[src/rtl/fixedp_div.sv]
// Signed fixed-point divider: restoring division, one quotient bit per clock, truncated toward zero.
// Saturates to the output range (ovf) and returns a signed full-scale result on a zero divisor (div_zero).
module fixedp_div #(
  parameter int WI1 = 4,
  parameter int WF1 = 16,
  parameter int WI2 = 4,
  parameter int WF2 = 16,
  parameter int WIO = WI1 + WF2,
  parameter int WFO = WF1
) (
  input  logic                 clk,
  input  logic                 rst_n,
  input  logic                 in_valid,
  output logic                 in_ready,
  input  logic [WI1+WF1-1:0]   in1,
  input  logic [WI2+WF2-1:0]   in2,
  output logic                 out_valid,
  input  logic                 out_ready,
  output logic [WIO+WFO-1:0]   out,
  output logic                 ovf,
  output logic                 div_zero
);

  localparam int W1 = WI1 + WF1;
  localparam int W2 = WI2 + WF2;
  localparam int WO = WIO + WFO;
  localparam int S  = WFO + WF2 - WF1;
  localparam int DW = W1 + S;
  localparam int RW = W2 + 1;
  localparam int CW = $clog2(DW + 1);
  localparam int QW = ((DW > WO) ? DW : WO) + 1;

  localparam logic [QW-1:0] LIM_POS = (QW'(1) << (WO - 1)) - QW'(1);
  localparam logic [QW-1:0] LIM_NEG = QW'(1) << (WO - 1);
  localparam logic [WO-1:0] OUT_MAX = {1'b0, {(WO-1){1'b1}}};
  localparam logic [WO-1:0] OUT_MIN = {1'b1, {(WO-1){1'b0}}};

  typedef enum logic [1:0] {IDLE, BUSY, DONE} state_t;

  state_t        state;
  logic [CW-1:0] cnt;
  logic [DW-1:0] num;   // dividend bits shift out the top, quotient bits shift in at the bottom
  logic [RW-1:0] rem;
  logic [W2-1:0] den;
  logic          neg;
  logic          zpend;
  logic          zneg;

  // Unsigned magnitudes keep the most-negative operand exact
  logic [W1-1:0] mag1;
  logic [W2-1:0] mag2;
  logic [DW-1:0] num_ld;
  assign mag1   = in1[W1-1] ? (~in1 + W1'(1)) : in1;
  assign mag2   = in2[W2-1] ? (~in2 + W2'(1)) : in2;
  assign num_ld = DW'(mag1) << S;

  logic [RW:0]   rem_sh;
  logic [RW:0]   trial;
  logic          ge;
  logic [RW-1:0] rem_nx;
  logic [DW-1:0] num_nx;
  assign rem_sh = {rem, num[DW-1]};
  assign trial  = rem_sh - (RW+1)'(den);
  assign ge     = rem_sh >= (RW+1)'(den);
  assign rem_nx = ge ? RW'(trial) : RW'(rem_sh);
  assign num_nx = {num[DW-2:0], ge};

  // Negative results may reach one step further than positive ones
  logic [QW-1:0] q_ext;
  logic          sat;
  logic [WO-1:0] q_out;
  logic [WO-1:0] res;
  assign q_ext = QW'(num_nx);
  assign sat   = neg ? (q_ext > LIM_NEG) : (q_ext > LIM_POS);
  assign q_out = WO'(num_nx);
  assign res   = sat ? (neg ? OUT_MIN : OUT_MAX) : (neg ? (~q_out + WO'(1)) : q_out);

  always_ff @(posedge clk or negedge rst_n) begin
    if (!rst_n) begin
      state     <= IDLE;
      cnt       <= '0;
      num       <= '0;
      rem       <= '0;
      den       <= '0;
      neg       <= 1'b0;
      zpend     <= 1'b0;
      zneg      <= 1'b0;
      out       <= '0;
      ovf       <= 1'b0;
      div_zero  <= 1'b0;
      out_valid <= 1'b0;
      in_ready  <= 1'b1;
    end else begin
      case (state)
        IDLE: begin
          if (zpend) begin
            zpend     <= 1'b0;
            state     <= DONE;
            out_valid <= 1'b1;
            out       <= zneg ? OUT_MIN : OUT_MAX;
            ovf       <= 1'b0;
            div_zero  <= 1'b1;
          end else if (in_valid && in_ready) begin
            in_ready <= 1'b0;
            if (in2 == '0) begin
              zpend <= 1'b1;
              zneg  <= in1[W1-1];
            end else begin
              state <= BUSY;
              cnt   <= CW'(DW);
              num   <= num_ld;
              rem   <= '0;
              den   <= mag2;
              neg   <= in1[W1-1] ^ in2[W2-1];
            end
          end
        end
        BUSY: begin
          num <= num_nx;
          rem <= rem_nx;
          cnt <= cnt - CW'(1);
          if (cnt == CW'(1)) begin
            state     <= DONE;
            out_valid <= 1'b1;
            out       <= res;
            ovf       <= sat;
            div_zero  <= 1'b0;
          end
        end
        DONE: begin
          if (out_ready) begin
            state     <= IDLE;
            out_valid <= 1'b0;
            in_ready  <= 1'b1;
          end
        end
        default: state <= IDLE;
      endcase
    end
  end

endmodule
[config.mk]
export PLATFORM = sky130hd
export DESIGN_NAME = fixedp_div
export DESIGN_NICKNAME = d
export VERILOG_FILES = /design/src/rtl/fixedp_div.sv
export SDC_FILE = /design/constraint.sdc
export NUM_CORES = 1
export LEC_CHECK = 0
export CAP_MARGIN = 20
export CORE_ASPECT_RATIO = 0.6
export CORE_UTILIZATION = 47
export DETAILED_ROUTE_END_ITERATION = 8
export GPL_ROUTABILITY_DRIVEN = 0
export GPL_TIMING_DRIVEN = 0
export PLACE_DENSITY = 0.75
export SYNTH_ARGS = -nofsm -noshare
export SYNTH_HDL_FRONTEND = slang
export SYNTH_SLANG_ARGS = --single-unit
[constraint.sdc]
create_clock -name clk -period 8.7 [get_ports clk]
set_input_delay 0.87 -clock clk [delete_from_list [all_inputs] [get_ports clk]]
set_output_delay 0.87 -clock clk [all_outputs]
set_load 0.02 [all_outputs]
==> metrics.md <==
| Metric | Value |
|---|---|
| Data arrival time of the critical path | 5.61 ns |
| Die Y | 103 µm |
| Largest cells by area after synthesis | sky130_fd_sc_hd__dfrtp_1, sky130_fd_sc_hd__o21ai_0, sky130_fd_sc_hd__nand2_1, sky130_fd_sc_hd__xor2_1, sky130_fd_sc_hd__ha_1 |
| Ordered list of cells on the worst path | ha_1, nor2b_1, o31a_1, o21a_1, o31ai_1, nand3_2, clkinv_1, buf_1, ha_1, nand4_1, nor2_1, nor2_1, nor2_2, buf_2, o311ai_0, a21oi_1 |
| Number of top-level pins | 84 |
| Area share of the largest cell type after synthesis | 0.399 |
| Count of input and output buffers | 81 |
| Total Routed Length | 24,200 µm |
| Row count | 36 |
| Category of the most critical setup path | flop to flop |
| Count of flip-flops with a built-in enable after synthesis | 0 |
| Commonest register cell after synthesis | sky130_fd_sc_hd__dfrtp_1 |
| Area growth syn-to-layout | 22.1% |
| Count of antenna-violating nets left after detailed routing | 0 |
| DPL Wire Length | 17,800 µm |
| Global-route congestion overflow total | 0 |
| Reported max-cap violation count | 0 |
| Post-CTS setup repair buffer count | 0 |
| Number of remaining DRC errors | 0 |
| Fin nets | 1,089 |
| Shortest clock period the worst path allows after layout | 5.26 ns |
| Flop2flop setup slack | 3.44 ns |
| Highest cell delay on the worst timing path | 0.52 ns |
| Pin count of the biggest net entering global routing | 92 |
| Worst Path Required | 9.05 ns |
| # setup viols final | 0 |
| Hold/Removal Path Class | input pin to asynchronous set/reset pin |
| Least-Margin Pin Slew | 0.892 ns |
| Async set-or-reset flop fraction in the synthesized netlist | 1.00 |
| Final hold slack | 0.340 ns |
| Die span in x | 170 µm |
| Non-Filler Instances | 1,260 |
| Clock latency of the later-clocked register in the worst-skew pair | 0.43 ns |
| Crit Path Max Fanout | 10 |
| Combined area of all synthesized cells | 7960 µm² |
| Biggest area consumer among synthesized cells | sky130_fd_sc_hd__dfrtp_1 |
| Net count after synthesis | 988 |
| RSZ-0062 raised after global routing | false |
| Leak | 4.05 nW |
| Final TNS setup | 0 ns |
| Iter 0 DRT Violations | 801 |
| Clock transition at the registers of the reported paths | 0.06 ns |
| Result of the run | finished, final reports clean |
| Max Clock Skew | 0.00719 ns |
| Fin util | 0.593 |
| Origin of the critical flop-to-flop path | rem[1] |
| Average footprint of a synthesized cell | 8.67 µm² |
| Cell with the most instances after synthesis | sky130_fd_sc_hd__dfrtp_1 |
| Total instance count after detailed placement | 1,228 |
| Portion of the post-synthesis area used by sequential elements | 0.403 |
| Wire length of the first global-routing pass | 38,900 µm |
| Hold_buf cts | 0 |
| Die Outline Area | 17,500 µm² |
| CTS tree | built |
| Post-DP Area | 9080 µm² |
| Via density per instance | 6.05 |
| Clock Root Buffer | sky130_fd_sc_hd__clkbuf_16 |
| Post-cts gate resize count | 0 |
| Tightest slew margin relative to the limit | 0.390 |
| Area of all placed cells without fillers | 9720 µm² |
| Share of layout cells above drive strength 1 | 0.0640 |
| Depth of the worst register-to-register path | 16 |
| Number of warnings printed during yosys synthesis | 0 |
| Worst Setup Start Kind | flop |
| Synth cell count leaders | sky130_fd_sc_hd__dfrtp_1, sky130_fd_sc_hd__nand2_1, sky130_fd_sc_hd__o21ai_0 |
| GRT Total Usage | 0.293 |
| Count of TritonRoute iterations in the first routing pass | 5 |
| Portion of the clock cycle consumed by the worst path in the final layout | 0.604 |
| Number of synthesized register bits | 128 |
| Max Freq | 190 MHz |
| Synthesized instance count | 918 |
| Total via count in the routed design | 7,618 |
| Critical path launch point | rem[1] |
| Final count of pins violating max slew | 0 |
| Slowest stage cell, crit path | sky130_fd_sc_hd__o31ai_1 |
| Number of buffers on the longest clock path | 2 |
| Number of buffers created by CTS | 17 |
| Endpoint type of the worst setup path | flop |
| CTS H-Tree Depth | 4 |
| Number of distinct library cells after synthesis | 72 |
| Count of filler cells inserted in the layout | 1,446 |
| Initial Util | 0.485 |
| Final antenna diode count | 0 |
| Core outline area | 16,400 µm² |
| Number of sinks driven by the clock tree | 128 |
| Number of global-route vias before repair | 7,056 |
| Hold Vio Cnt, Final | 0 |
| Peak VDD IR | 0.217 mV |
| Total power density per cell area | 396 nW/µm² |
| Initial antenna violation count | 0 |
| Average wire length per cell after detail routing | 19.2 µm |
power breakdown:
| part | leakage, nW | internal, mW | switching (mW) |
|---|---|---|---|
| combinational | 2.25 | 0.808 | 1.21 |
| clock | 0.305 | 0.483 | 0.290 |
| sequential | 1.50 | 0.828 | 0.228 |
| total | 4.05 | 2.12 | 1.72 |
state kept, by name, summed over array words and instances (netlist names):
| name | flops |
|---|---|
| cnt | 6 |
| den | 20 |
| div_zero | 1 |
| in_ready | 1 |
| neg | 1 |
| num | 36 |
| out | 36 |
| out_valid | 1 |
| ovf | 1 |
| rem | 21 |
| state | 2 |
| zneg | 1 |
| zpend | 1 |
final timing paths:
path | endpoint
setup reg to reg | out[16]
hold reg to reg | den[15]
max in group asynchronous | out[3]
setup / recovery | out[16]
hold / removal | rem[10]
min in group clk | den[15]
stage by stage:
step	total power [mW]	worst slack, ns
after global routing	4.09	3.19
after global placement	2.94	1.64
after detailed placement	3.00	3.68
after CTS	3.79	3.63
final	3.84	3.44
after floorplan	2.39	5.04
layout make-up:
class                   count  area, µm²  area share
multi-input cells         699       4390       0.452
flip-flops and latches    128       3200       0.330
repair buffers             82        840      0.0864
clock buffers              17        425      0.0438
well taps                 228        285      0.0294
plain buffers              52        214      0.0220
clock inverters            15        206      0.0212
inverters                  39        146      0.0151
layer usage:
layer | global-route usage | up-vias | part of all wire
met5 | 0 | - | 0
met2 | 0.387 | 420 | 0.38
met3 | 0.0526 | 44 | 0.096
met1 | 0.473 | 3634 | 0.50
met4 | 0.0845 | 0 | 0.017
li1 | - | 3520 | -
kinds of logic after synthesis:
| logic type | count (synthesis) | synth area share |
|---|---|---|
| buf+inv | 91 | 0.0453 |
| simple gates | 293 | 0.180 |
| flops | 128 | 0.403 |
| xor+xnor | 79 | 0.0869 |
| fa+ha+maj | 26 | 0.0418 |
| compound gates | 289 | 0.228 |
| mux | 12 | 0.0151 |
placed cells by master (no fill, tap or decap), types with 6 or more instances in the layout:
master,synthesis,layout
sky130_fd_sc_hd__or3_1,12,12
sky130_fd_sc_hd__a211oi_1,7,7
sky130_fd_sc_hd__or4_1,10,10
sky130_fd_sc_hd__nand3_1,10,10
sky130_fd_sc_hd__a22o_1,17,17
sky130_fd_sc_hd__nor4_1,7,7
sky130_fd_sc_hd__nand2b_1,7,7
sky130_fd_sc_hd__clkbuf_1,31,31
sky130_fd_sc_hd__a21oi_1,60,60
sky130_fd_sc_hd__nor3_1,34,34
sky130_fd_sc_hd__mux2i_1,12,12
sky130_fd_sc_hd__clkbuf_16,0,17
sky130_fd_sc_hd__clkdlybuf4s50_1,0,80
sky130_fd_sc_hd__xnor2_1,34,34
sky130_fd_sc_hd__o311ai_0,8,8
sky130_fd_sc_hd__and3_1,7,7
sky130_fd_sc_hd__xor2_1,45,45
sky130_fd_sc_hd__nand2_1,114,114
sky130_fd_sc_hd__dfrtp_1,127,127
sky130_fd_sc_hd__nor2b_1,6,6
sky130_fd_sc_hd__buf_2,15,15
sky130_fd_sc_hd__o41ai_1,7,7
sky130_fd_sc_hd__o21ai_0,102,102
sky130_fd_sc_hd__ha_1,25,25
sky130_fd_sc_hd__o31ai_1,14,14
sky130_fd_sc_hd__nor2_1,57,57
sky130_fd_sc_hd__a31oi_1,7,7
sky130_fd_sc_hd__buf_1,6,6
sky130_fd_sc_hd__o21ai_1,13,13
sky130_fd_sc_hd__o21a_1,7,7
sky130_fd_sc_hd__inv_1,38,38
critical path: cells and delay by family (launching register included):
family / cells / cell delay [ns]
and+or+nand+nor: 6 / 1.56
AOI/OAI and AO/OA: 5 / 1.42
buffers and inverters: 3 / 1.08
DFF: 1 / 0.41
adders and majority gates: 2 / 0.68
(Power assumes the default switching activity.)
